==> src/rtl/cdb_arbiter_if.sv <==
// cdb_pkg and cdb_arbiter_if
//
// cdb_pkg holds the common data bus types that the reservation stations and
// the ROB share. cdb_arbiter_if bundles the per-source result handshakes, the
// flush request and the registered bus into one port.
//
// Interface signals (named from the arbiter's point of view):
//   flush_i     pipeline flush request from the ROB
//   src_vld_i   per-source result valid
//   src_rdy_o   per-source ready; a transfer happens on vld && rdy at posedge
//   src_rob_i   per-source destination ROB index
//   src_data_i  per-source 32-bit result value
//   cdb_o       common data bus: fls plus NUM_CDB_INPUTS registered lanes
// Modports: master = functional units / ROB side, slave = the arbiter.

package cdb_pkg;

  localparam int ROB_IDX_LEN    = 5;
  localparam int NUM_CDB_INPUTS = 2;

  typedef struct packed {
    logic                   valid;
    logic [ROB_IDX_LEN-1:0] ROB_dest;
    logic [31:0]            data;
  } cdb_lane_t;

  typedef struct packed {
    logic                                fls;
    cdb_lane_t [NUM_CDB_INPUTS-1:0]      data_lanes;
  } common_data_bus_t;

endpackage

interface cdb_arbiter_if #(
  parameter int NUM_SOURCES = 4
);
  import cdb_pkg::*;

  logic                                     flush_i;
  logic [NUM_SOURCES-1:0]                   src_vld_i;
  logic [NUM_SOURCES-1:0]                   src_rdy_o;
  logic [NUM_SOURCES-1:0][ROB_IDX_LEN-1:0]  src_rob_i;
  logic [NUM_SOURCES-1:0][31:0]             src_data_i;
  common_data_bus_t                         cdb_o;

  modport master (
    output flush_i, src_vld_i, src_rob_i, src_data_i,
    input  src_rdy_o, cdb_o
  );

  modport slave (
    input  flush_i, src_vld_i, src_rob_i, src_data_i,
    output src_rdy_o, cdb_o
  );

endinterface

==> src/rtl/cdb_arbiter.sv <==
// cdb_arbiter
//
// Transmit side of the common data bus. Each functional unit hands its
// completed result (ROB index + value) over a valid/ready handshake into a
// small per-source circular FIFO. Every cycle up to NUM_LANES non-empty
// sources are granted round-robin, starting at rr_ptr; the k-th granted source
// drives lane k of the registered bus. The arbiter also owns the bus flush bit:
// a flush empties every FIFO and shows fls=1 with all lanes invalid for one
// cycle per flush cycle.
//
// Parameters:
//   NUM_SOURCES  number of result producers
//   NUM_LANES    number of CDB lanes driven (<= NUM_SOURCES, <= NUM_CDB_INPUTS)
//   FIFO_DEPTH   entries per source FIFO (>= 1)
//
// Ports:
//   clk   clock
//   rst   synchronous active-high reset
//   bus   cdb_arbiter_if.slave (flush_i, src_* handshakes, cdb_o)
//
// Optional feature macro: CDB_BYPASS_EN. When defined, a source with an empty
// FIFO that hands over a result competes in the same cycle's grant with its
// input data, and if granted the result goes straight onto cdb_o without being
// buffered.

module cdb_arbiter
  import cdb_pkg::*;
#(
  parameter int NUM_SOURCES = 4,
  parameter int NUM_LANES   = NUM_CDB_INPUTS,
  parameter int FIFO_DEPTH  = 2
) (
  input logic          clk,
  input logic          rst,
  cdb_arbiter_if.slave bus
);

  localparam int SRC_W  = (NUM_SOURCES > 1) ? $clog2(NUM_SOURCES) : 1;
  localparam int PTR_W  = (FIFO_DEPTH > 1) ? $clog2(FIFO_DEPTH) : 1;
  localparam int CNT_W  = $clog2(FIFO_DEPTH + 1);
  localparam int LANE_W = (NUM_LANES > 1) ? $clog2(NUM_LANES) : 1;
  localparam int LCNT_W = $clog2(NUM_LANES + 1);

  logic [ROB_IDX_LEN-1:0] fifo_rob_q  [NUM_SOURCES][FIFO_DEPTH];
  logic [31:0]            fifo_data_q [NUM_SOURCES][FIFO_DEPTH];
  logic [PTR_W-1:0]       head_q      [NUM_SOURCES];
  logic [PTR_W-1:0]       tail_q      [NUM_SOURCES];
  logic [CNT_W-1:0]       count_q     [NUM_SOURCES];
  logic [SRC_W-1:0]       rr_ptr_q;
  common_data_bus_t       cdb_q;

  logic [NUM_SOURCES-1:0] rdy;
  logic [NUM_SOURCES-1:0] hs;
  logic [NUM_SOURCES-1:0] nonempty;
  logic [NUM_SOURCES-1:0] cand;
  logic [NUM_SOURCES-1:0] grant;
  logic [NUM_SOURCES-1:0] push;
  logic [NUM_SOURCES-1:0] pop;
  logic                   lane_vld  [NUM_LANES];
  logic [ROB_IDX_LEN-1:0] lane_rob  [NUM_LANES];
  logic [31:0]            lane_data [NUM_LANES];
  logic [SRC_W-1:0]       rr_nxt;
  logic [LCNT_W-1:0]      n_used;
  logic [SRC_W-1:0]       last_src;
  logic [SRC_W-1:0]       idx;

  // Ready looks only at the registered count (before any pop this cycle) and
  // the flush request, so a full FIFO refuses a push even while it is popping.
  always_comb begin
    for (int s = 0; s < NUM_SOURCES; s++) begin
      rdy[s]      = (count_q[s] < CNT_W'(FIFO_DEPTH)) && !bus.flush_i;
      hs[s]       = bus.src_vld_i[s] && rdy[s];
      nonempty[s] = (count_q[s] != '0);
`ifdef CDB_BYPASS_EN
      cand[s]     = nonempty[s] || hs[s];
`else
      cand[s]     = nonempty[s];
`endif
    end
  end

  assign bus.src_rdy_o = rdy;
  assign bus.cdb_o     = cdb_q;

  // Round-robin scan starting at rr_ptr: the first NUM_LANES candidates are
  // granted in scan order, so lane k carries the k-th granted source. A
  // candidate with an empty FIFO can only be a bypass, so its lane takes the
  // input data instead of the FIFO head.
  always_comb begin
    grant    = '0;
    n_used   = '0;
    last_src = '0;
    idx      = '0;
    for (int k = 0; k < NUM_LANES; k++) begin
      lane_vld[k]  = 1'b0;
      lane_rob[k]  = '0;
      lane_data[k] = '0;
    end
    for (int i = 0; i < NUM_SOURCES; i++) begin
      idx = SRC_W'((int'(rr_ptr_q) + i) % NUM_SOURCES);
      if (cand[idx] && (n_used < LCNT_W'(NUM_LANES))) begin
        grant[idx]                     = 1'b1;
        lane_vld[n_used[LANE_W-1:0]]   = 1'b1;
        if (nonempty[idx]) begin
          lane_rob[n_used[LANE_W-1:0]]  = fifo_rob_q[idx][head_q[idx]];
          lane_data[n_used[LANE_W-1:0]] = fifo_data_q[idx][head_q[idx]];
        end else begin
          lane_rob[n_used[LANE_W-1:0]]  = bus.src_rob_i[idx];
          lane_data[n_used[LANE_W-1:0]] = bus.src_data_i[idx];
        end
        n_used   = n_used + LCNT_W'(1);
        last_src = idx;
      end
    end
    rr_nxt = rr_ptr_q;
    if (n_used != '0) begin
      rr_nxt = (last_src == SRC_W'(NUM_SOURCES - 1)) ? '0 : last_src + SRC_W'(1);
    end
  end

  // A granted non-empty FIFO pops its head; an accepted result is buffered
  // unless it was granted directly as a bypass.
  always_comb begin
    for (int s = 0; s < NUM_SOURCES; s++) begin
      pop[s]  = grant[s] && nonempty[s];
      push[s] = hs[s] && !(grant[s] && !nonempty[s]);
    end
  end

  // Control state and the output register. Reset beats flush, and flush beats
  // any grant computed this cycle, so buffered results are simply dropped.
  always_ff @(posedge clk) begin
    if (rst) begin
      for (int s = 0; s < NUM_SOURCES; s++) begin
        head_q[s]  <= '0;
        tail_q[s]  <= '0;
        count_q[s] <= '0;
      end
      rr_ptr_q <= '0;
      cdb_q    <= '0;
    end else if (bus.flush_i) begin
      for (int s = 0; s < NUM_SOURCES; s++) begin
        head_q[s]  <= '0;
        tail_q[s]  <= '0;
        count_q[s] <= '0;
      end
      rr_ptr_q  <= '0;
      cdb_q.fls <= 1'b1;
      for (int k = 0; k < NUM_LANES; k++) begin
        cdb_q.data_lanes[k].valid <= 1'b0;
      end
    end else begin
      rr_ptr_q  <= rr_nxt;
      cdb_q.fls <= 1'b0;
      for (int k = 0; k < NUM_LANES; k++) begin
        cdb_q.data_lanes[k].valid <= lane_vld[k];
        if (lane_vld[k]) begin
          cdb_q.data_lanes[k].ROB_dest <= lane_rob[k];
          cdb_q.data_lanes[k].data     <= lane_data[k];
        end
      end
      for (int s = 0; s < NUM_SOURCES; s++) begin
        if (pop[s]) begin
          head_q[s] <= (head_q[s] == PTR_W'(FIFO_DEPTH - 1)) ? '0 : head_q[s] + PTR_W'(1);
        end
        if (push[s]) begin
          tail_q[s] <= (tail_q[s] == PTR_W'(FIFO_DEPTH - 1)) ? '0 : tail_q[s] + PTR_W'(1);
        end
        count_q[s] <= count_q[s] + CNT_W'(push[s]) - CNT_W'(pop[s]);
      end
    end
  end

  // FIFO storage needs no reset; the counts decide what is live.
  always_ff @(posedge clk) begin
    for (int s = 0; s < NUM_SOURCES; s++) begin
      if (push[s]) begin
        fifo_rob_q[s][tail_q[s]]  <= bus.src_rob_i[s];
        fifo_data_q[s][tail_q[s]] <= bus.src_data_i[s];
      end
    end
  end

endmodule

==> src/flat_wrapper.sv <==
// flat-port wrapper written by rule: the top's interface ports become plain ports
module cdb_arbiter_flat import cdb_pkg::*;
#(
  parameter int NUM_SOURCES = 4,
  parameter int NUM_LANES   = NUM_CDB_INPUTS,
  parameter int FIFO_DEPTH  = 2
)
  (clk, rst, bus_flush_i, bus_src_vld_i, bus_src_rob_i, bus_src_data_i, bus_src_rdy_o, bus_cdb_o);
  cdb_arbiter_if #(.NUM_SOURCES(NUM_SOURCES)) bus_i ();
  input logic clk;
  input logic rst;
  input wire logic [$bits(bus_i.flush_i)-1:0] bus_flush_i;
  input wire logic [$bits(bus_i.src_vld_i)-1:0] bus_src_vld_i;
  input wire logic [$bits(bus_i.src_rob_i)-1:0] bus_src_rob_i;
  input wire logic [$bits(bus_i.src_data_i)-1:0] bus_src_data_i;
  output wire logic [$bits(bus_i.src_rdy_o)-1:0] bus_src_rdy_o;
  output wire logic [$bits(bus_i.cdb_o)-1:0] bus_cdb_o;
  assign bus_i.flush_i = bus_flush_i;
  assign bus_i.src_vld_i = bus_src_vld_i;
  assign bus_i.src_rob_i = bus_src_rob_i;
  assign bus_i.src_data_i = bus_src_data_i;
  assign bus_src_rdy_o = bus_i.src_rdy_o;
  assign bus_cdb_o = bus_i.cdb_o;
  cdb_arbiter #(.NUM_SOURCES(NUM_SOURCES), .NUM_LANES(NUM_LANES), .FIFO_DEPTH(FIFO_DEPTH)) u_core (.clk(clk), .rst(rst), .bus(bus_i));
endmodule
==> config.mk <==
export PLATFORM = sky130hd
export DESIGN_NAME = cdb_arbiter_flat
export DESIGN_NICKNAME = d
export VERILOG_FILES = /design/src/rtl/cdb_arbiter_if.sv /design/src/rtl/cdb_arbiter.sv /design/src/flat_wrapper.sv
export SDC_FILE = /design/constraint.sdc
export NUM_CORES = 1
export LEC_CHECK = 0
export ABC_AREA = 1
export CAP_MARGIN = 10
export CORE_AREA = 2 2 264 266
export DETAILED_ROUTE_END_ITERATION = 8
export DIE_AREA = 0 0 266 268
export PLACE_DENSITY = 0.63
export SETUP_SLACK_MARGIN = 0.4
export SLEW_MARGIN = 20
export SYNTH_ARGS = -nofsm -noshare
export SYNTH_HDL_FRONTEND = slang
export SYNTH_SLANG_ARGS = --single-unit
==> constraint.sdc <==
create_clock -name clk -period 5 [get_ports clk]
set_clock_uncertainty 0.2 [all_clocks]
set_input_delay 0.5 -clock clk [delete_from_list [all_inputs] [get_ports clk]]
set_output_delay 0.5 -clock clk [all_outputs]
set_load 0.02 [all_outputs]
==> impl_metrics.json <==
{
  "status": "finished clean",
  "syn_avg_cell_area_um2": 6.87,
  "syn-cell-area_um2": 27100,
  "drc": 0,
  "power_density_nw_per_um2": 717,
  "reg2reg_from": "u_core.rr_ptr_q[0]",
  "placedInstanceArea_um2": 29700,
  "rsz0062_at_grt": "false",
  "clock_path_buffers": 3,
  "worstHoldStart": "bus_src_data_i[113]",
  "max_cap_violations": 0,
  "cp_max_fo": 37,
  "dieArea_um2": 71300,
  "post-route-period-util": 0.887,
  "timing.fmax_ghz": 0.225,
  "synth-adder-area-share": 0.00876,
  "htree_levels": 2,
  "end_kind": "flop",
  "cp.required_ns": 5.00,
  "report.final.slew_viol_count": 0,
  "cts_sinks": 393,
  "synthSimpleGateAreaFrac": 0.328,
  "yosysSeqAreaShare": 0.404,
  "synth-edff-count": 308,
  "arrival_ns": 4.44,
  "postCtsSetupBuffers": 0,
  "syn2layout_area_growth_pct": 15.3,
  "r2r_slack_ns": 0.56,
  "grt_overflow_total": 0,
  "synth_xor_area_frac": 0.00129,
  "nets": 4195,
  "dp.cells": 4853,
  "synth_top_family_by_area": "simple AND/OR/NAND/NOR gates",
  "place.gp.congestion": 0.923,
  "post-route-util": 0.459,
  "final-hold-violation-count": 0,
  "crit_path_start_kind": "flop",
  "ff2ff_path_depth": 16,
  "p_int_mw": 10.0,
  "fin_area_um2": 31300,
  "switching_share": 0.552,
  "drive_gt1_frac": 0.0520,
  "die_h_um": 268,
  "drt-initial-drc-count": 4523,
  "hold_path_class": "primary input to flop",
  "p_sw_mw": 12.4,
  "timing.rr.end": "u_core.fifo_data_q[3][39]",
  "path_clk_slew_ns": 0.06,
  "clock_latency_ns": 0.61,
  "drt_wl_total_mm": 113,
  "min_to": "u_core.fifo_data_q[3][17]",
  "p_clk_frac": 0.157,
  "start_util": 0.398,
  "numCtsBuffers": 48,
  "holdPathStages": 1,
  "antenna_left": 0,
  "p_seq_frac": 0.201,
  "muxShareOfSynthArea": 0,
  "slew_headroom": 0.248,
  "drt-vias-per-instance": 5.76,
  "drt_pass1_iterations": 7,
  "whs_ns": 0.273,
  "ys_ff_latch": 393,
  "dieWidth_um": 266,
  "synth_compound_area_frac": 0.158,
  "cts-root-buf": "clkbuf_16",
  "cts_tree": "built",
  "min_period_ns": 4.44,
  "grt_pass1_wl_mm": 166,
  "ctsHoldBuffers": 0,
  "max-vdd-ir-drop_mv": 0.644,
  "async_reset_ff_frac": 0,
  "yosysWarnings": 0,
  "antenna_found_initial": 7,
  "power_leakage_nw": 13.3,
  "core-area_um2": 68200,
  "grt_max_degree": 162,
  "hpwl_mm": 70.7,
  "wl_per_cell_um": 22.8,
  "grt_pass1_vias": 25800,
  "vias": 28500,
  "finalNonFillerCells": 4948,
  "io_pins": 236,
  "ys.flop_type": "edfxtp_1",
  "io_buffers": 235,
  "setup_viol_count_final": 0,
  "grt_use_total": 0.310,
  "worstMarginPinSlew_ns": 1.12,
  "comb_power_share": 0.642,
  "row_count": 96,
  "critPathKind": "flop to flop",
  "ys_types": 43,
  "synth_cells": 3949
}
-- power groups by stage --
stage	Clock (mW)	Combinational, mW	Sequential [mW]
2_1_floorplan	0	8.78	4.68
3_3_place_gp	0	13.7	4.56
3_5_place_dp	0	13.8	4.56
4_1_cts	3.55	13.9	4.50
5_1_grt	3.66	15.4	4.55
6_report	3.51	14.4	4.51
-- critical path: stages, from the launching register on --
cell	delay, ns
dfxtp_4	0.38
inv_6	0.23
ha_4	0.32
inv_4	0.08
buf_4	0.37
nand3_1	0.16
nand2_1	0.14
ha_1	0.23
inv_1	0.17
nand2_4	0.15
inv_1	0.08
a21oi_1	0.13
o21ai_0	0.21
nand2_1	0.14
nand2_1	0.17
nor2_4	0.12
buf_4	0.72
-- cell families after synthesis --
kind of cell	count (synthesis)
and+or+nand+nor	2156
AOI/OAI and AO/OA	782
buffers and inverters	594
DFF	393
adders and majority gates	19
xor gates and xnor gates	4
other	1
-- flip-flops by register name, summed over array words and instances (netlist names), named ones only --
register and flops:
u_core.fifo_data_q 256, u_core.bus.cdb_o 77, u_core.fifo_rob_q 40, u_core.count_q 8, u_core.head_q 4, u_core.tail_q 4, u_core.rr_ptr_q 2
-- cells in the mapped netlist, types with 2 or more instances --
master | count | area [µm²]
nand2_1 | 1435 | 5390
nand3_1 | 481 | 2410
edfxtp_1 | 308 | 9250
o21ai_0 | 294 | 1470
inv_1 | 288 | 1080
a21oi_1 | 231 | 1160
nor2_1 | 188 | 706
o211ai_1 | 113 | 848
clkbuf_1 | 109 | 409
o21ai_1 | 104 | 521
buf_2 | 92 | 460
dfxtp_1 | 85 | 1700
buf_6 | 34 | 383
buf_1 | 32 | 120
buf_4 | 19 | 143
ha_1 | 19 | 238
o22ai_1 | 18 | 113
a21boi_0 | 14 | 105
inv_2 | 14 | 52.6
or2_2 | 13 | 81.3
nand4_1 | 7 | 43.8
nand2_4 | 6 | 67.6
nand2_2 | 5 | 31.3
nand3_2 | 4 | 40.0
nor3_1 | 4 | 20.0
xnor2_1 | 4 | 35.0
a21boi_1 | 3 | 22.5
nor3b_1 | 3 | 22.5
a21oi_4 | 2 | 32.5
buf_8 | 2 | 30.0
clkinv_1 | 2 | 7.51
nor2_4 | 2 | 22.5
o21ai_2 | 2 | 17.5
or2_0 | 2 | 12.5
or2_1 | 2 | 12.5
-- placed cells by master, fill, tap and decap left out, types with 13 or more instances in the layout --
cell type and instances:
dfxtp_1 81, inv_2 13, o21ai_1 104, or2_2 13
inv_1 286, edfxtp_1 308, o22ai_1 18, a21boi_0 14
ha_1 18, a21oi_1 231, clkbuf_1 13, nand3_1 481
clkbuf_16 49, o21ai_0 294, nor2_1 181, buf_4 66
clkdlybuf4s50_1 235, nand2_1 1435, o211ai_1 113
-- worst max path at each step --
stage                  startpoint                   endpoint  cells past startpoint
6_report       u_core.rr_ptr_q[0]  u_core.fifo_data_q[3][39]                     16
5_1_grt        u_core.rr_ptr_q[0]  u_core.fifo_data_q[2][21]                     17
4_1_cts        u_core.rr_ptr_q[0]  u_core.fifo_data_q[0][20]                     16
3_5_place_dp   u_core.rr_ptr_q[0]  u_core.fifo_data_q[0][24]                     16
3_3_place_gp   u_core.rr_ptr_q[0]  u_core.fifo_data_q[0][24]                     16
2_1_floorplan  u_core.rr_ptr_q[1]   u_core.fifo_data_q[1][0]                     18
-- per-stage QoR --
stage | power [mW] | TNS [ns] | setup WS [ns]
after detailed placement | 18.4 | 0 | 0.580
final | 22.4 | 0 | 0.564
after global placement | 18.3 | 0 | 0.638
after CTS | 21.9 | 0 | 0.558
after global routing | 23.6 | 0 | 0.425
after floorplan | 13.5 | -8.67 | -0.0586
-- cell type report --
cell class	instances	area [µm²]
fillers	6836	36900
multi-input cells	2967	13600
flip-flops and latches	393	11000
repair buffers	306	2930
clock buffers	69	1370
inverters	305	1160
well taps	882	1100
clock inverters	21	194
diodes	5	12.5
-- timing repair --
| item | in CTS | in global routing |
|---|---|---|
| gates resized for setup | 0 | 3 |
| endpoints found under the setup margin | 0 | 69 |
| hold endpoints to repair | 0 | 0 |
-- metal layers --
| metal | share of wire | vias to the layer above | GRT usage | wire length (µm) |
|---|---|---|---|---|
| met4 | 0.049 | 4 | 0.137 | 5540 |
| met3 | 0.13 | 356 | 0.0712 | 14800 |
| li1 | - | 13200 | - | - |
| met1 | 0.40 | 13000 | 0.429 | 45300 |
| met2 | 0.42 | 1945 | 0.462 | 46900 |
| met5 | 0.00024 | - | 0 | 27 |
(Power assumes the default switching activity.)
